===== config.mk =====
export PLATFORM = sky130hd
export DESIGN_NAME = csi_packet_parser
export DESIGN_NICKNAME = d
export VERILOG_FILES = /design/src/rtl/csi_packet_parser.sv
export SDC_FILE = /design/constraint.sdc
export NUM_CORES = 1
export LEC_CHECK = 0
export BUFFER_PORTS_ARGS = -buffer_cell sky130_fd_sc_hd__buf_2
export CAP_MARGIN = 20
export CORE_AREA = 4 4 79 96
export DETAILED_ROUTE_END_ITERATION = 12
export DIE_AREA = 0 0 83 100
export GPL_TIMING_DRIVEN = 0
export PLACE_DENSITY = 0.84
export SLEW_MARGIN = 20
export SYNTH_ARGS = -nofsm -noshare
export SYNTH_HDL_FRONTEND = slang
export SYNTH_SLANG_ARGS = --single-unit

===== constraint.sdc =====
create_clock -name clk_i -period 3.1 [get_ports clk_i]
set_input_delay 0.62 -clock clk_i [delete_from_list [all_inputs] [get_ports clk_i]]
set_output_delay 0.62 -clock clk_i [all_outputs]
set_load 0.01 [all_outputs]

===== src/rtl/csi_packet_parser.sv =====
`default_nettype none
`timescale 1ns/1ps
// ============================================================================
// Module   : csi_packet_parser
// Purpose  : CSI-2 packet header decoder between the lane merger and the
//            RAW10 unpacker. Turns short packets into frame/line sync pulses,
//            strips the header from accepted long packets and forwards their
//            payload with valid/last/byte-enable.
// Options  : define CSI_PARSER_ECC_CHECK_EN to drop headers whose 6-bit
//            Hamming syndrome is nonzero (detect only, flagged on err_hdr_o).
// Revision : 1.0 - initial release
// ============================================================================
module csi_packet_parser #(
  parameter logic [1:0]  VC        = 2'd0,
  parameter logic [5:0]  ACCEPT_DT = 6'h2B,
  parameter logic [15:0] WC_MAX    = 16'd4096
) (
  input  logic        clk_i,
  input  logic        reset,
  input  logic [31:0] data_i,
  input  logic        data_valid_i,
  output logic [31:0] payload_o,
  output logic        payload_valid_o,
  output logic        payload_last_o,
  output logic [3:0]  payload_be_o,
  output logic        frame_start_o,
  output logic        frame_end_o,
  output logic        line_start_o,
  output logic        in_frame_o,
  output logic [15:0] line_count_o,
  output logic        err_trunc_o,
  output logic        err_hdr_o
);

  typedef enum logic [1:0] {
    ST_IDLE     = 2'd0,
    ST_PAYLOAD  = 2'd1,
    ST_WAIT_EOT = 2'd2
  } state_t;

  localparam logic [5:0] DT_FS = 6'h00;
  localparam logic [5:0] DT_FE = 6'h01;
  localparam logic [5:0] DT_LS = 6'h02;

  state_t      state_q, state_d;
  logic [15:0] rem_q, rem_d;
  logic [31:0] payload_q, payload_d;
  logic        pvalid_q, pvalid_d;
  logic        plast_q, plast_d;
  logic [3:0]  pbe_q, pbe_d;
  logic        fs_q, fs_d;
  logic        fe_q, fe_d;
  logic        ls_q, ls_d;
  logic        in_frame_q, in_frame_d;
  logic [15:0] line_cnt_q, line_cnt_d;
  logic        err_trunc_q, err_trunc_d;
  logic        err_hdr_q, err_hdr_d;

  // Header field decode; only meaningful on the first word of a burst.
  logic [1:0]  hdr_vc;
  logic [5:0]  hdr_dt;
  logic [15:0] hdr_wc;
  logic        ecc_err;

  assign hdr_vc = data_i[7:6];
  assign hdr_dt = data_i[5:0];
  assign hdr_wc = {data_i[23:16], data_i[15:8]};

`ifdef CSI_PARSER_ECC_CHECK_EN
  // Recompute the parity bits over the 24 header bits; any difference from
  // the transmitted ECC marks the header as untrustworthy.
  logic [5:0] ecc_calc;
  assign ecc_calc[0] = ^(data_i[23:0] & 24'hF12CB7);
  assign ecc_calc[1] = ^(data_i[23:0] & 24'hF2555B);
  assign ecc_calc[2] = ^(data_i[23:0] & 24'h749A6D);
  assign ecc_calc[3] = ^(data_i[23:0] & 24'hB8E38E);
  assign ecc_calc[4] = ^(data_i[23:0] & 24'hDF03F0);
  assign ecc_calc[5] = ^(data_i[23:0] & 24'hEFFC00);
  assign ecc_err     = |(ecc_calc ^ data_i[29:24]);
`else
  assign ecc_err     = 1'b0;
`endif

  // State and output registers; reset parks in WAIT_EOT so a burst that is
  // already in flight is discarded rather than mistaken for a header.
  always_ff @(posedge clk_i) begin
    if (reset) begin
      state_q     <= ST_WAIT_EOT;
      rem_q       <= '0;
      payload_q   <= '0;
      pvalid_q    <= 1'b0;
      plast_q     <= 1'b0;
      pbe_q       <= '0;
      fs_q        <= 1'b0;
      fe_q        <= 1'b0;
      ls_q        <= 1'b0;
      in_frame_q  <= 1'b0;
      line_cnt_q  <= '0;
      err_trunc_q <= 1'b0;
      err_hdr_q   <= 1'b0;
    end else begin
      state_q     <= state_d;
      rem_q       <= rem_d;
      payload_q   <= payload_d;
      pvalid_q    <= pvalid_d;
      plast_q     <= plast_d;
      pbe_q       <= pbe_d;
      fs_q        <= fs_d;
      fe_q        <= fe_d;
      ls_q        <= ls_d;
      in_frame_q  <= in_frame_d;
      line_cnt_q  <= line_cnt_d;
      err_trunc_q <= err_trunc_d;
      err_hdr_q   <= err_hdr_d;
    end
  end

  // Next-state and next-output decode: pulses default low, frame state holds.
  always_comb begin
    state_d     = state_q;
    rem_d       = rem_q;
    payload_d   = '0;
    pvalid_d    = 1'b0;
    plast_d     = 1'b0;
    pbe_d       = 4'h0;
    fs_d        = 1'b0;
    fe_d        = 1'b0;
    ls_d        = 1'b0;
    in_frame_d  = in_frame_q;
    line_cnt_d  = line_cnt_q;
    err_trunc_d = 1'b0;
    err_hdr_d   = 1'b0;

    case (state_q)
      ST_IDLE: begin
        if (data_valid_i) begin
          // Every header ends in WAIT_EOT unless payload follows.
          state_d = ST_WAIT_EOT;
          if (ecc_err) begin
            err_hdr_d = 1'b1;
          end else if (hdr_vc == VC) begin
            if (hdr_dt < 6'h10) begin
              // Short packet: only FS/FE/LS carry meaning here.
              if (hdr_dt == DT_FS) begin
                fs_d       = 1'b1;
                in_frame_d = 1'b1;
                line_cnt_d = '0;
              end else if (hdr_dt == DT_FE) begin
                fe_d       = 1'b1;
                in_frame_d = 1'b0;
              end else if (hdr_dt == DT_LS) begin
                ls_d       = 1'b1;
              end
            end else if (hdr_wc > WC_MAX) begin
              err_hdr_d = 1'b1;
            end else if (hdr_dt == ACCEPT_DT) begin
              // A zero-length line still counts as a line.
              ls_d       = 1'b1;
              line_cnt_d = line_cnt_q + 16'd1;
              if (hdr_wc != 16'd0) begin
                state_d = ST_PAYLOAD;
                rem_d   = hdr_wc;
              end
            end
          end
        end
      end

      ST_PAYLOAD: begin
        if (data_valid_i) begin
          payload_d = data_i;
          pvalid_d  = 1'b1;
          if (rem_q <= 16'd4) begin
            // Bytes past the word count (CRC) are masked off or fall in
            // later words that WAIT_EOT swallows.
            plast_d = 1'b1;
            case (rem_q[2:0])
              3'd4:    pbe_d = 4'hF;
              3'd3:    pbe_d = 4'h7;
              3'd2:    pbe_d = 4'h3;
              default: pbe_d = 4'h1;
            endcase
            state_d = ST_WAIT_EOT;
          end else begin
            pbe_d = 4'hF;
            rem_d = rem_q - 16'd4;
          end
        end else begin
          // Burst ended early: the unpacker sees valid drop without last.
          err_trunc_d = 1'b1;
          state_d     = ST_IDLE;
        end
      end

      ST_WAIT_EOT: begin
        if (!data_valid_i) begin
          state_d = ST_IDLE;
        end
      end

      default: begin
        state_d = ST_WAIT_EOT;
      end
    endcase
  end

  assign payload_o       = payload_q;
  assign payload_valid_o = pvalid_q;
  assign payload_last_o  = plast_q;
  assign payload_be_o    = pbe_q;
  assign frame_start_o   = fs_q;
  assign frame_end_o     = fe_q;
  assign line_start_o    = ls_q;
  assign in_frame_o      = in_frame_q;
  assign line_count_o    = line_cnt_q;
  assign err_trunc_o     = err_trunc_q;
  assign err_hdr_o       = err_hdr_q;

endmodule
`default_nettype wire


==> summary.md <==
| Metric | Value |
|---|---|
| Crit path cell chain | buf_2, or4_1, o31a_1, nor3_1, o21ai_2, buf_6, o32ai_1 |
| Critical Path End Type | flip-flop |
| EDFF count, synth | 0 |
| Vias in the first global route | ~3100 |
| Synth Cell Area | approximately 0.0034 sq mm |
| Sequential Power Share | slightly below 50% |
| Pin count of the biggest net entering global routing | 14 |
| Slew HR | 48.8% |
| Ys flop type | dfxtp_1 |
| Crit Path Class | input pin to flip-flop |
| Via density | ~6 |
| Clock Pin Slew Worst Setup and Hold Paths | ~0.080 ns |
| Critical Path RT | 3.36 ns |
| Clock Latency Late Sink | between 0.3 and 0.4 ns |
| Post-DP HPWL | 7020 um |
| Share of layout cells above drive strength 1 | a little over a quarter |
| Register area share after synthesis | between 40% and 50% |
| DRC viols | 0 |
| Yosys reg bits | just under 80 |
| Setup Fix Bufs, Post-CTS | 0 |
| Die Footprint | 0.00830 sq mm |
| Worst-margin pin slew | about 0.76 ns |
| Starting Density | 50.5% |
| Sw Pwr | ~0.44 mW |
| Final setup skew | 0.00886 ns |
| YS warnings | 0 |
| Startpoint types | input pin |
| Initial antenna violation count | 0 |
| R2R Path End | rem_q[11]$_SDFFE_PP0P_ |
| Fin. Hold Viols | 0 |
| Final setup TNS | 0 ns |
| Hold/Removal Path Class | input pin to flip-flop |
| Area growth syn-to-layout | 24.2% |
| Filler cells | approximately 580 |
| CTS Buf Count | 9 |
| TritonRoute pass-1 iters | 5 |
| CTS tree | built |
| Final period util | a little over four fifths |
| Gp weighted congestion | about 0.92 |
| Final hold slack | 0.498 ns |
| CTS sink cnt | ~80 |
| R2R Setup Slk | a little under 0.6 ns |
| Htree depth | 3 |
| Comb pwr share | approximately 4.4% |
| FF/Latch Area | 0.00156 sq mm |
| Die Y | ~100 um |
| Max Root-Sink Buffers | 2 |
| Worst Path Buf+Inv | 2 |
| Diode count | 0 |
| Internal power | between 1.5 and 2 mW |
| CTS Hold Buffers Added | 0 |
| Fraction of registers with async set/reset | 0% |
| Cells after Synth | between 300 and 400 |
| Slowest stage delay, CP | around 0.65 ns |
| Outcome | complete, no violations |
| Row count | 33 |
| Pleak | approximately 1.8 nW |
| Final ANT Viol Nets | 0 |
| Reg2Reg Depth | 6 |
| Reg2reg start | rem_q[11]$_SDFFE_PP0P_ |
| VDD IR max | 0.288 mV |
| Final setup violation count | 0 |
| Critical path's slowest cell | or4_1 |
| First-pass GRT wire length | 15300 um |
| Multi-input logic area | ~0.0016 sq mm |
| Synth cell types | 57 |
| Resize count post-CTS | 0 |
| Port Buf Inserts | between 90 and 100 |
| Worst Path Arrival | between 2 and 3 ns |
| Min Tclk post-route | around 2.6 ns |
| RSZ-0062 raised after global routing | no |
| Worst path depth | 7 |
| Total wire length | ~9400 um |
| Vias | roughly 3300 |
| Routed WL per cell | around 17 um |
| IO Count | 95 |
| Crit-path leading delay family | simple AND/OR/NAND/NOR gates |
| Syn Nets | 413 |
| Core area | around 0.0067 sq mm |
| Initial DRC Count | just over 300 |
| Max Slew Vio Count | 0 |
| Critical path origin | data_i[8] |
| Total grt overflow | 0 |
| Max-cap viol count | 0 |
| Power per standard cell area | just under 500 mW/mm^2 |
| Die width | ~83 um |
| CP max FO | 10 |
| All-Layer GR Usage | a little under a quarter |
| Avg Cell Area, Syn | around 9.0 sq um |
| Clock share of power | a little under half |
| Sw frac | 21.6% |
| NumNets Final | between 500 and 600 |
| Clock root buffer | clkbuf_8 |
| Max Fclk | around 380 MHz |
| Crit path to | rem_q[11]$_SDFFE_PP0P_ |
## worst reg2reg max path: stages, from the launching register on
cell and delay [ns]:
dfxtp_1 0.37, or4_1 0.63, nor4_2 0.41, a21boi_0 0.28
o21ai_2 0.36, buf_6 0.21, o32ai_1 0.10
## cells in the mapped netlist (10+ instances only)
master	n	area (sq um)
and3_1	30	188
inv_1	11	41.3
nand2b_1	15	93.8
or3_1	15	93.8
a21oi_1	29	145
nor2_1	24	90.1
o32ai_1	12	105
nor3_1	16	80.1
clkbuf_1	21	78.8
dfxtp_1	78	1560
nand2_1	10	37.5
o21ai_0	19	95.1
## metal layers
| layer | up-vias | routed length [um] | track usage, % |
|---|---|---|---|
| li1 | 1597 | - | - |
| met1 | 1554 | 3890 | 28.3 |
| met2 | 163 | 4470 | 37.5 |
| met3 | 22 | 799 | 5.50 |
| met4 | 0 | 257 | 9.81 |
| met5 | - | 0 | 0 |
## how the worst min path moves through the flow
| stage | start | end | depth (start not counted) |
|---|---|---|---|
| after floorplan | rem_q[14]$_SDFFE_PP0P_ | rem_q[14]$_SDFFE_PP0P_ | 2 |
| after global placement | rem_q[14]$_SDFFE_PP0P_ | rem_q[14]$_SDFFE_PP0P_ | 2 |
| after detailed placement | rem_q[14]$_SDFFE_PP0P_ | rem_q[14]$_SDFFE_PP0P_ | 2 |
| after CTS | data_i[24] | payload_o[24]$_SDFF_PP0_ | 2 |
| after global routing | data_i[24] | payload_o[24]$_SDFF_PP0_ | 2 |
| final | data_i[28] | payload_o[28]$_SDFF_PP0_ | 2 |
## state kept, by name, summed over array words and instances, names as in the netlist, 2 cells and up
signal	cells
line_count_o	16
payload_be_o	4
rem_q	16
payload_o	32
state_q	2
## final cells by class
type                       count  share of cell area, %
multi-input combinational    260                   39.3
clock buffer                  11                   3.37
timing repair buffer          92                   11.0
buffer                        26                   2.98
tap                           87                   2.60
sequential                    78                   37.2
clock inverter                 5                   2.54
inverter                      11                  0.984
## metrics by stage
stage / instances / worst slack [ns] / area, sq um / util, % / power (mW)
detailed placement: 554 / 0.173 / 3950 / 59.0 / 1.12
global route: 570 / 0.352 / 4190 / 62.7 / 2.09
floorplan: 375 / 0.559 / 3380 / - / 1.07
finish: 570 / 0.501 / 4190 / 62.7 / 2.03
global placement: 554 / 0.263 / 3950 / 59.0 / 1.11
CTS: 570 / 0.542 / 4190 / 62.7 / 2.04
## power by group through the flow
stage	Clock [mW]	Sequential, mW	Combinational, mW
3_5_place_dp	0	1.03	0.0884
6_report	0.937	1.00	0.0903
3_3_place_gp	0	1.03	0.0866
4_1_cts	0.943	1.00	0.0888
2_1_floorplan	0	1.03	0.0414
5_1_grt	0.990	1.00	0.0990
## placed cells by master, fill, tap and decap left out, drive strengths merged, types with 7 or more instances in the layout
| cell | Yosys | layout |
|---|---|---|
| o21ai | 21 | 21 |
| nand2b | 15 | 15 |
| nor2 | 24 | 24 |
| inv | 11 | 11 |
| o32ai | 12 | 12 |
| nand3 | 9 | 9 |
| a21oi | 29 | 29 |
| nor4 | 11 | 11 |
| or3 | 16 | 16 |
| nand2 | 10 | 10 |
| dfxtp | 78 | 78 |
| buf | 4 | 96 |
| and3 | 31 | 31 |
| or4 | 7 | 7 |
| clkbuf | 22 | 33 |
| nor3 | 16 | 16 |
## logic make-up (layout without fill, tap and decap cells)
logic type,Yosys count,count (layout),synth area share [%]
compound gates,89,89,17.8
xor+xnor,2,2,0.519
fa+ha+maj,3,3,1.11
buf+inv,37,145,4.93
flops,78,78,46.2
mux,4,4,1.19
simple gates,162,162,28.2
No activity file was read; power rests on OpenSTA's default activity.
